**config.mk**
```make
export PLATFORM = sky130hd
export DESIGN_NAME = up_down_counter_param
export DESIGN_NICKNAME = d
export VERILOG_FILES = /design/src/rtl/up_down_counter_param.sv
export SDC_FILE = /design/constraint.sdc
export NUM_CORES = 1
export LEC_CHECK = 0
export ABC_AREA = 1
export BUFFER_PORTS_ARGS = -buffer_cell sky130_fd_sc_hd__buf_2
export CORE_MARGIN = 3
export CORE_UTILIZATION = 54
export CTS_BUF_LIST = sky130_fd_sc_hd__clkbuf_4 sky130_fd_sc_hd__clkbuf_8
export CTS_CLUSTER_SIZE = 40
export DETAILED_ROUTE_END_ITERATION = 12
export GPL_TIMING_DRIVEN = 0
export PLACE_DENSITY = 0.83
export SYNTH_ARGS = -nofsm -noshare
export SYNTH_HDL_FRONTEND = slang
export SYNTH_SLANG_ARGS = --single-unit
```
**constraint.sdc**
```tcl
create_clock -name clk -period 2.2 [get_ports clk]
set_input_delay 0.44 -clock clk [delete_from_list [all_inputs] [get_ports clk]]
set_output_delay 0.44 -clock clk [all_outputs]
set_load 0.01 [all_outputs]
```
**src/rtl/up_down_counter_param.sv**
```systemverilog
// up_down_counter_param: parametrised up/down counter, modulo (MAX_VAL+1), with
// parallel load (clamped to MAX_VAL), count enable and a one-cycle wrap pulse.
// Optional feature macro: COUNTER_SAT_EN adds a 'sat' input selecting saturation
// instead of wrap at the ends of the count range.
module up_down_counter_param #(
   parameter int unsigned WIDTH     = 8,
   parameter int unsigned MAX_VAL   = (2 ** WIDTH) - 1,
   parameter int unsigned RESET_VAL = 0
) (
   input  logic             clk,
   input  logic             reset,
   input  logic             en,
   input  logic             load,
   input  logic [WIDTH-1:0] data,
   input  logic             up_down,
`ifdef COUNTER_SAT_EN
   input  logic             sat,
`endif
   output logic [WIDTH-1:0] out,
   output logic             wrap,
   output logic             at_max,
   output logic             at_zero
);

   localparam logic [WIDTH-1:0] MaxVal   = WIDTH'(MAX_VAL);
   localparam logic [WIDTH-1:0] ResetVal = WIDTH'(RESET_VAL);

   // Reject configurations that cannot hold their own range.
   if (WIDTH < 2) begin : gen_width_chk
      $error("WIDTH must be at least 2");
   end
   if (MAX_VAL < 1 || MAX_VAL > (2 ** WIDTH) - 1) begin : gen_max_chk
      $error("MAX_VAL out of range");
   end
   if (RESET_VAL > MAX_VAL) begin : gen_reset_chk
      $error("RESET_VAL exceeds MAX_VAL");
   end

   logic [WIDTH-1:0] out_q, out_d;
   logic             wrap_q, wrap_d;
   logic             sat_mode;

`ifdef COUNTER_SAT_EN
   assign sat_mode = sat;
`else
   assign sat_mode = 1'b0;
`endif

   // Next-state: load (with clamp) beats count beats hold; wrap only on a wrapping step.
   always_comb begin
      out_d  = out_q;
      wrap_d = 1'b0;
      if (load) begin
         out_d = (data > MaxVal) ? MaxVal : data;
      end else if (en) begin
         if (up_down) begin
            if (out_q >= MaxVal) begin
               if (!sat_mode) begin
                  out_d  = '0;
                  wrap_d = 1'b1;
               end
            end else begin
               out_d = out_q + WIDTH'(1);
            end
         end else begin
            if (out_q == '0) begin
               if (!sat_mode) begin
                  out_d  = MaxVal;
                  wrap_d = 1'b1;
               end
            end else begin
               out_d = out_q - WIDTH'(1);
            end
         end
      end
   end

   // State registers with synchronous active-low reset.
   always_ff @(posedge clk) begin
      if (!reset) begin
         out_q  <= ResetVal;
         wrap_q <= 1'b0;
      end else begin
         out_q  <= out_d;
         wrap_q <= wrap_d;
      end
   end

   // Outputs: registered count and pulse, combinational range flags.
   always_comb begin
      out     = out_q;
      wrap    = wrap_q;
      at_max  = (out_q == MaxVal);
      at_zero = (out_q == '0);
   end

endmodule

```
======== After elaboration in Yosys (flattened, before gate mapping) ========
Cells that the tools add are included.
storage, ports and cells
  register bits ........................... 9
  latch bits .............................. 0
  RAM bits ................................ 0
  bits in read-only memories .............. 0
  input port bits ......................... 13
  output and inout port bits .............. 11
  logic and storage cells ................. 21
  memories kept ........................... 0
operators by class
  add/sub/neg operators ................... 2
  multipliers ............................. 0
  div/mod/pow operators ................... 0
  order comparisons ....................... 2
  equal/unequal tests ..................... 1
  shift operators ......................... 0
  muxes and demuxes ....................... 9
  bitwise operators ....................... 2
  reduce and logical (&&, ||, !) cells .... 3
operators with widths
  kind                                                                count
  8-bit two-way mux                                                   6
  8-bit by 1-bit adder with 8-bit output, second input constant       1
  8-bit equality test, second input constant                          1
  8-bit >= comparator, second input constant                          1
  8-bit > comparator, second input constant                           1
  8-bit zero test                                                     1
  8-bit by 1-bit subtractor with 8-bit output, second input constant  1
  1-bit two-way mux                                                   3
  3-bit OR reduction                                                  1
  1-bit inverter                                                      2
  2-bit nonzero test                                                  1

======== Longest topological paths before layout ========
Gate-level depths: netlist of the first run.
  word-level depth ........................ 5
  mapped depth ............................ 10
  mapped depth without buffers ............ 10

======== Least setup slack after synthesis of the first run ========
Ideal clock, no wire load.
  kind .................................... reg2out
  from .................................... register out_q[1] (netlist: out[1])
  to ...................................... output at_max
  arrival ................................. 0.999 ns
  data required time ...................... 1.760 ns
  path slack .............................. 0.761 ns
  stages on the path, launching flop included .. 6
  buffers on the path ..................... 0
  path through ............................ dfxtp_1 > ha_1 > nand2_1 > nor2_2 > nand2_1 > inv_1
on the way
  word-level cells in the longest chain between the ends .. 1
RTL lines
  what                    RTL line  RTL
  start, declared         39        logic [WIDTH-1:0] out_q, out_d;
  start signal, assigned  81        out_q <= ResetVal;
  start signal, assigned  84        out_q <= out_d;
  8-bit equality test     93        at_max = (out_q == MaxVal);
  end, declared           21        output logic at_max,
No other way between the ends.

======== Worst setup path after layout of the first run ========
  from .................................... register out_q[0] (netlist: out[0])
  to ...................................... output at_zero
on the way
  word-level cells in the longest chain between the ends .. 1
RTL lines
  what             RTL line  RTL
  8-bit zero test  94        at_zero = (out_q == '0);
  end, declared    22        output logic at_zero
No other way between the ends.

==> results of run 1 <==
==> worst min path at each step <==
stage	to	cells after the start	slack, ps	startpoint
global route	wrap	3	460	en
detailed placement	out[1]	2	550	out[1]
finish	out[1]	3	440	data[1]
global placement	out[1]	2	540	out[1]
CTS	out[1]	3	450	data[1]
floorplan	out[1]	2	550	out[1]
==> cell usage after synthesis (3+ instances only) <==
cell type                 number
sky130_fd_sc_hd__nand3_1       7
sky130_fd_sc_hd__nand3_2       3
sky130_fd_sc_hd__nand2_2       3
sky130_fd_sc_hd__nor2_1       12
sky130_fd_sc_hd__a21oi_1       5
sky130_fd_sc_hd__ha_1          3
sky130_fd_sc_hd__dfxtp_1       9
sky130_fd_sc_hd__nor2_2        5
sky130_fd_sc_hd__nand2_1      27
sky130_fd_sc_hd__xor2_1        3
sky130_fd_sc_hd__inv_1        14
sky130_fd_sc_hd__o21ai_0       6
sky130_fd_sc_hd__a21oi_2       3
==> kinds of logic (layout without fill, tap and decap cells) <==
group | Yosys count | after routing | share of synthesized area
buf+inv | 18 | 44 | 0.09604
xor+xnor | 5 | 5 | 0.05336
compound gates | 25 | 25 | 0.1966
fa+ha+maj | 3 | 3 | 0.04574
flops | 9 | 9 | 0.2195
simple gates | 64 | 64 | 0.3887
==> power groups by stage <==
| stage | clock network [mW] | registers, mW | logic (mW) |
|---|---|---|---|
| 6_report | 0.147 | 0.195 | 0.184 |
| 2_1_floorplan | 0 | 0.202 | 0.127 |
| 5_1_grt | 0.160 | 0.198 | 0.208 |
| 3_5_place_dp | 0 | 0.199 | 0.181 |
| 3_3_place_gp | 0 | 0.199 | 0.179 |
| 4_1_cts | 0.147 | 0.195 | 0.182 |
==> per-layer routing <==
layer	GRT usage	vias up	share of wire
met5	0	-	0
met4	0.1053	0	0.020
met3	0.05578	7	0.10
met2	0.3475	49	0.44
met1	0.3495	397	0.44
li1	-	463	-
==> flip-flops by register name (all words and copies together) (netlist names) <==
register	flops
out	8
wrap	1
==> worst register-to-register path: stages, from the launching register on <==
cell and delay, ps:
sky130_fd_sc_hd__dfxtp_1 330, sky130_fd_sc_hd__inv_1 200, sky130_fd_sc_hd__ha_1 200, sky130_fd_sc_hd__nand3_2 100, sky130_fd_sc_hd__nor2_4 170, sky130_fd_sc_hd__nand2_4 80
sky130_fd_sc_hd__nand2_4 70, sky130_fd_sc_hd__nor2_1 60, sky130_fd_sc_hd__nand3_1 140, sky130_fd_sc_hd__nand2_1 60, sky130_fd_sc_hd__inv_1 40
==> stage by stage <==
stage	power [mW]	utilization
finish	0.5261	0.7170
floorplan	0.3289	-
detailed placement	0.3797	0.6951
global route	0.5661	0.7170
CTS	0.5241	0.7170
global placement	0.3775	0.6951
==> area by class of cell <==
type                    instances  area [sq um]  share of cell area
plain buffers                   2         18.77             0.01916
clock buffers                   4         30.03             0.03065
inverters                      16         60.06             0.06130
multi-input cells              97         561.8              0.5734
flip-flops and latches          9         180.2              0.1839
well taps                      15         18.77             0.01916
repair buffers                 22         110.1              0.1124
==> impl_metrics.toml, run 1 <==
[outcome]
run_status = "complete, no violations"

[timing]
timing.final.crit_share = 0.8498
skew_ps = 1.046
timing.final.crit_period_ps = 1869
timing.max_slew.rel_slack = 0.6240
fin_setup_tns_ps = 0
worst_hold_check_slack_ps = 444.7
report.final.slew_viol_count = 0
worst_pin_slew_ps = 561.9
setup_viol = 0
rsz0062_at_grt = "no"
setup_slack_ps = 330.5
hold_violation_total_from_the_final_report = 0
clock.fmax_mhz = 534.9

[setup_path]
worstSetupPathType = "reg2out"
path_cells = "inv_1, ha_1, nand3_2, nor2_4, buf_2"
critical_path_cell_count = 5
critPathCaptureType = "primary output"
r2r_setup_slack_ps = 690
critical_path.max_fanout = 7
critical_path.slowest_cell = "sky130_fd_sc_hd__dfxtp_1"
crit_path_max_incr_delay_ps = 330
timing.critical_path.to = "at_zero"
worst_ep_arrival_time_ps = 1430
timing.critical_path.from_type = "flop"
worst-r2r-cell-count = 10
cp_num_buf_inv = 2
critical_path.top_delay_family = "buffers and inverters"
worst_setup_path_startpoint = "out[0]"
regToRegEndpoint = "out[5]"
critical_path.reg2reg.startpoint = "out[0]"
crit_required_ps = 1760

[clocking]
cts-root-to-sink-buffers = 2
cts_tree = "done"
path_clk_slew_ps = 60
cts_root_buf = "sky130_fd_sc_hd__clkbuf_4"
clkLatencyLatePin_ps = 270
postCtsResizedCells = 0
cts_sinks = 9
maximum_level_of_the_cts_h_tree = 1
cts_hold_buf = 0
cts.repair_timing.setup_buffer_count = 0
cts_buffers = 3

[pwr]
ir_drop_mv = 0.3653
power.switching_fraction = 0.3692
clockPowerShare = 0.280
power.density_nw_per_um2 = 537.0
p_switching_mw = 0.1942
pwr-share-seq = 0.370
gate_power_share = 0.349
intPower_mw = 0.3319
power.static_leakage_nw = 0.4862

[hold_path]
type_of_the_worst_min_delay_path = "in2reg"

[finish]
layout.cells.most_common_list = "27 x sky130_fd_sc_hd__nand2_1, 22 x sky130_fd_sc_hd__buf_2, 14 x sky130_fd_sc_hd__inv_1"
post_layout_nonfiller_instances = 165
fillerInstances = 117
layout_commonest_cell = "sky130_fd_sc_hd__nand2_1"
insertedDiodeCount = 0
layout-drive-gt1-share = 0.3200
area_growth_pct = 19.36
design.final.nets = 167
final_cell_area_sq_um = 979.7

[global_route]
grt_start_max_net_pins = 9
grt_antenna_before_repair = 0
gr-usage-all-layers = 0.2445
grt_pass1_wl_mm = 3.636
gr-total-overflow = 0
grt_pass1_vias = 819

[placed_design]
port_buffers = 22
hpwlAfterDp_mm = 1.634
place_ws_ps = 597.9
post_dp_cell_area_sq_um = 949.7
dp.cells = 161
globalplace.congestion = 0.9162

[route]
postRouteWirelength_mm = 2.076
initialDrtViolationCount = 29
via_count = 916
detail_route.wl_per_cell_um = 12.58
drt_first_pass_iters = 4
drc = 0
avgViaCountPerCell = 5.552
antenna_viol_nets_final = 0

[synthesis]
async_flop_share = 0
yosys-top-cells-area = "sky130_fd_sc_hd__dfxtp_1 22%, sky130_fd_sc_hd__nand2_1 12%, sky130_fd_sc_hd__inv_1 6.4%"
post_synthesis_instance_area_sq_um = 820.8
synth_enable_flop_cells = 0
synth_top_area_frac = 0.2195
avgSynthCellArea_sq_um = 6.619
number_of_register_bits_inferred_by_synthesis = 9
synth_cell_type_count = 30
seq_area_frac_synth = 0.2195
mappedNetlistNets = 140
syn_inst = 124
yosysWarnings = 0
ys_dominant_reg_cell = "sky130_fd_sc_hd__dfxtp_1"
synth_largest_area_cell = "sky130_fd_sc_hd__dfxtp_1"

[die]
die_area_sq_um = 2024
floorplan.initialDensity = 0.6007
die_x_um = 44.99
design.core.area_sq_um = 1366
std_cell_rows = 13
boundary_pin_count = 24
die_height_um = 44.99

[job]
number_of_max_capacitance_violations_reported = 0
No activity file was read; power rests on OpenSTA's default activity.
==> run 2: changes to the inputs <==
--- a/config.mk
+++ b/config.mk
@@ -8,12 +8,12 @@
 export ABC_AREA = 1
 export BUFFER_PORTS_ARGS = -buffer_cell sky130_fd_sc_hd__buf_2
 export CORE_MARGIN = 3
-export CORE_UTILIZATION = 54
+export CORE_UTILIZATION = 53
 export CTS_BUF_LIST = sky130_fd_sc_hd__clkbuf_4 sky130_fd_sc_hd__clkbuf_8
 export CTS_CLUSTER_SIZE = 40
 export DETAILED_ROUTE_END_ITERATION = 12
 export GPL_TIMING_DRIVEN = 0
-export PLACE_DENSITY = 0.83
+export PLACE_DENSITY = 0.81
 export SYNTH_ARGS = -nofsm -noshare
 export SYNTH_HDL_FRONTEND = slang
 export SYNTH_SLANG_ARGS = --single-unit
==> constraint.sdc (replaced) <==
create_clock -name clk -period 1.9 [get_ports clk]
set_input_delay 0.38 -clock clk [delete_from_list [all_inputs] [get_ports clk]]
set_output_delay 0.38 -clock clk [all_outputs]
set_load 0.01 [all_outputs]
==> run 2 against run 1 <==
Against the previous run: combinational power grew 19%; critical path depth grew 1; final area grew 0.51%; sequential power grew 17%; power grew 16%; die area grew 1.6%; utilization shrank 0.48 points; clock power grew 13%; via count grew 4.0%; flip-flop and latch count is the same; highest routed layer unchanged.
==> impl_metrics.toml, run 2 (synthesis results as in run 1) <==
[outcome]
run_status = "complete, no violations"

[job]
number_of_max_capacitance_violations_reported = 0

[route]
avgViaCountPerCell = 5.776
antenna_viol_nets_final = 0
via_count = 953
detail_route.wl_per_cell_um = 13.54
drt_first_pass_iters = 4
drc = 0
initialDrtViolationCount = 58
postRouteWirelength_mm = 2.234

[die]
die_x_um = 45.35
std_cell_rows = 13
boundary_pin_count = 24
die_area_sq_um = 2057
design.core.area_sq_um = 1383
floorplan.initialDensity = 0.5937
die_height_um = 45.35

[global_route]
gr-usage-all-layers = 0.2443
gr-total-overflow = 0
grt_start_max_net_pins = 9
grt_antenna_before_repair = 0
grt_pass1_vias = 845
grt_pass1_wl_mm = 3.643

[pwr]
power.density_nw_per_um2 = 621.6
power.static_leakage_nw = 0.4861
fin_total_pwr_mw = 0.6121
ir_drop_mv = 0.4170

[finish]
multiInputGateArea_sq_um = 566.8
layout.cells.most_common_list = "27 x sky130_fd_sc_hd__nand2_1, 22 x sky130_fd_sc_hd__buf_2, 13 x sky130_fd_sc_hd__inv_1"
post_layout_nonfiller_instances = 165
design.final.nets = 167
layout-drive-gt1-share = 0.3267
fillerInstances = 119
max_reg_flops = 8
insertedDiodeCount = 0
area_growth_pct = 19.97
register_area_sq_um = 180.2
layout_commonest_cell = "sky130_fd_sc_hd__nand2_1"

[placed_design]
globalplace.congestion = 0.8855
dp.cells = 161
place_ws_ps = 370.7
port_buffers = 22
hpwlAfterDp_mm = 1.718

[timing]
timing.final.crit_share = 0.9443
setup_viol = 0
hold_violation_total_from_the_final_report = 0
worst_hold_check_slack_ps = 395.6
fin_setup_tns_ps = 0
clock.fmax_mhz = 557.4
report.final.slew_viol_count = 0
setup_slack_ps = 105.8
rsz0062_at_grt = "no"
timing.final.crit_period_ps = 1794
worst_pin_slew_ps = 550.6
timing.max_slew.rel_slack = 0.6315
skew_ps = 0.4370

[clocking]
cts.repair_timing.setup_buffer_count = 0
maximum_level_of_the_cts_h_tree = 1
cts_buffers = 3
cts_sinks = 9
cts_root_buf = "sky130_fd_sc_hd__clkbuf_4"
cts_tree = "done"
cts-root-to-sink-buffers = 2
path_clk_slew_ps = 60
clkLatencyLatePin_ps = 260

[setup_path]
timing.critical_path.from_type = "flop"
critical_path.reg2reg.startpoint = "out[0]"
crit_required_ps = 1520
r2r_setup_slack_ps = 400
worstSetupPathType = "reg2out"
worst-r2r-cell-count = 8
regToRegEndpoint = "out[4]"
worst_ep_arrival_time_ps = 1410
critPathCaptureType = "primary output"
critical_path.max_fanout = 4

[hold_path]
hold_path.startpoint = "data[1]"
hold_crit_endpoint = "out[1]"
type_of_the_worst_min_delay_path = "in2reg"
min_delay_path_depth = 3
[run 2: cell counts in the layout (fill, tap and decap cells not counted)]
No cell type changed its count.
[run 2: area by class of cell]
class	count	share of cell area
Inverter	16	0.06099
Clock buffer	4	0.03050
Buffer	2	0.01906
Tap cell	15	0.01906
Timing Repair Buffer	22	0.1118
Multi-Input combinational cell	97	0.5756
Sequential cell	9	0.1830
[run 2: how the worst max path moves through the flow]
stage / startpoint / endpoint / slack [ps] / cells after the start
6_report: out[0] / at_max / 110 / 6
3_3_place_gp: out[1] / at_max / 370 / 6
3_5_place_dp: out[0] / at_zero / 370 / 5
4_1_cts: out[1] / at_max / 70 / 6
5_1_grt: out[1] / at_max / 20 / 6
2_1_floorplan: out[0] / out[5] / 510 / 10
[run 2: what timing repair did]
item,in CTS,in global routing
resized for setup,0,2
hold buffers,0,0
setup endpoints to repair,0,2
[run 2: metrics by stage]
step                      area, sq um  utilization
after detailed placement        949.7       0.6869
after global routing            984.7       0.7122
after global placement          949.7       0.6869
final                           984.7       0.7122
after CTS                       979.7       0.7086
after floorplan                 820.8            -
[run 2: critical path, stage by stage, from the launching register on]
cell	delay (ps)
sky130_fd_sc_hd__dfxtp_1	410
sky130_fd_sc_hd__ha_1	200
sky130_fd_sc_hd__nand2_1	120
sky130_fd_sc_hd__nor2_4	160
sky130_fd_sc_hd__nand2_1	90
sky130_fd_sc_hd__inv_1	60
sky130_fd_sc_hd__buf_2	120
[run 2: report_power, final]
part | switching (mW) | internal [mW] | leakage (nW)
registers | 0.0234 | 0.204 | 0.0746
clock network | 0.0703 | 0.0954 | 0.0184
logic | 0.134 | 0.0850 | 0.393
total | 0.228 | 0.385 | 0.486
[run 2: routing by layer]
metal  part of all wire  wire [um]  global-route usage  up-vias
met1               0.41        926              0.3381      426
met4              0.020         45              0.1111        0
li1                   -          -                   -      463
met5                  0          0                   0        -
met2               0.46       1033              0.3503       56
met3               0.10        228             0.06375        8
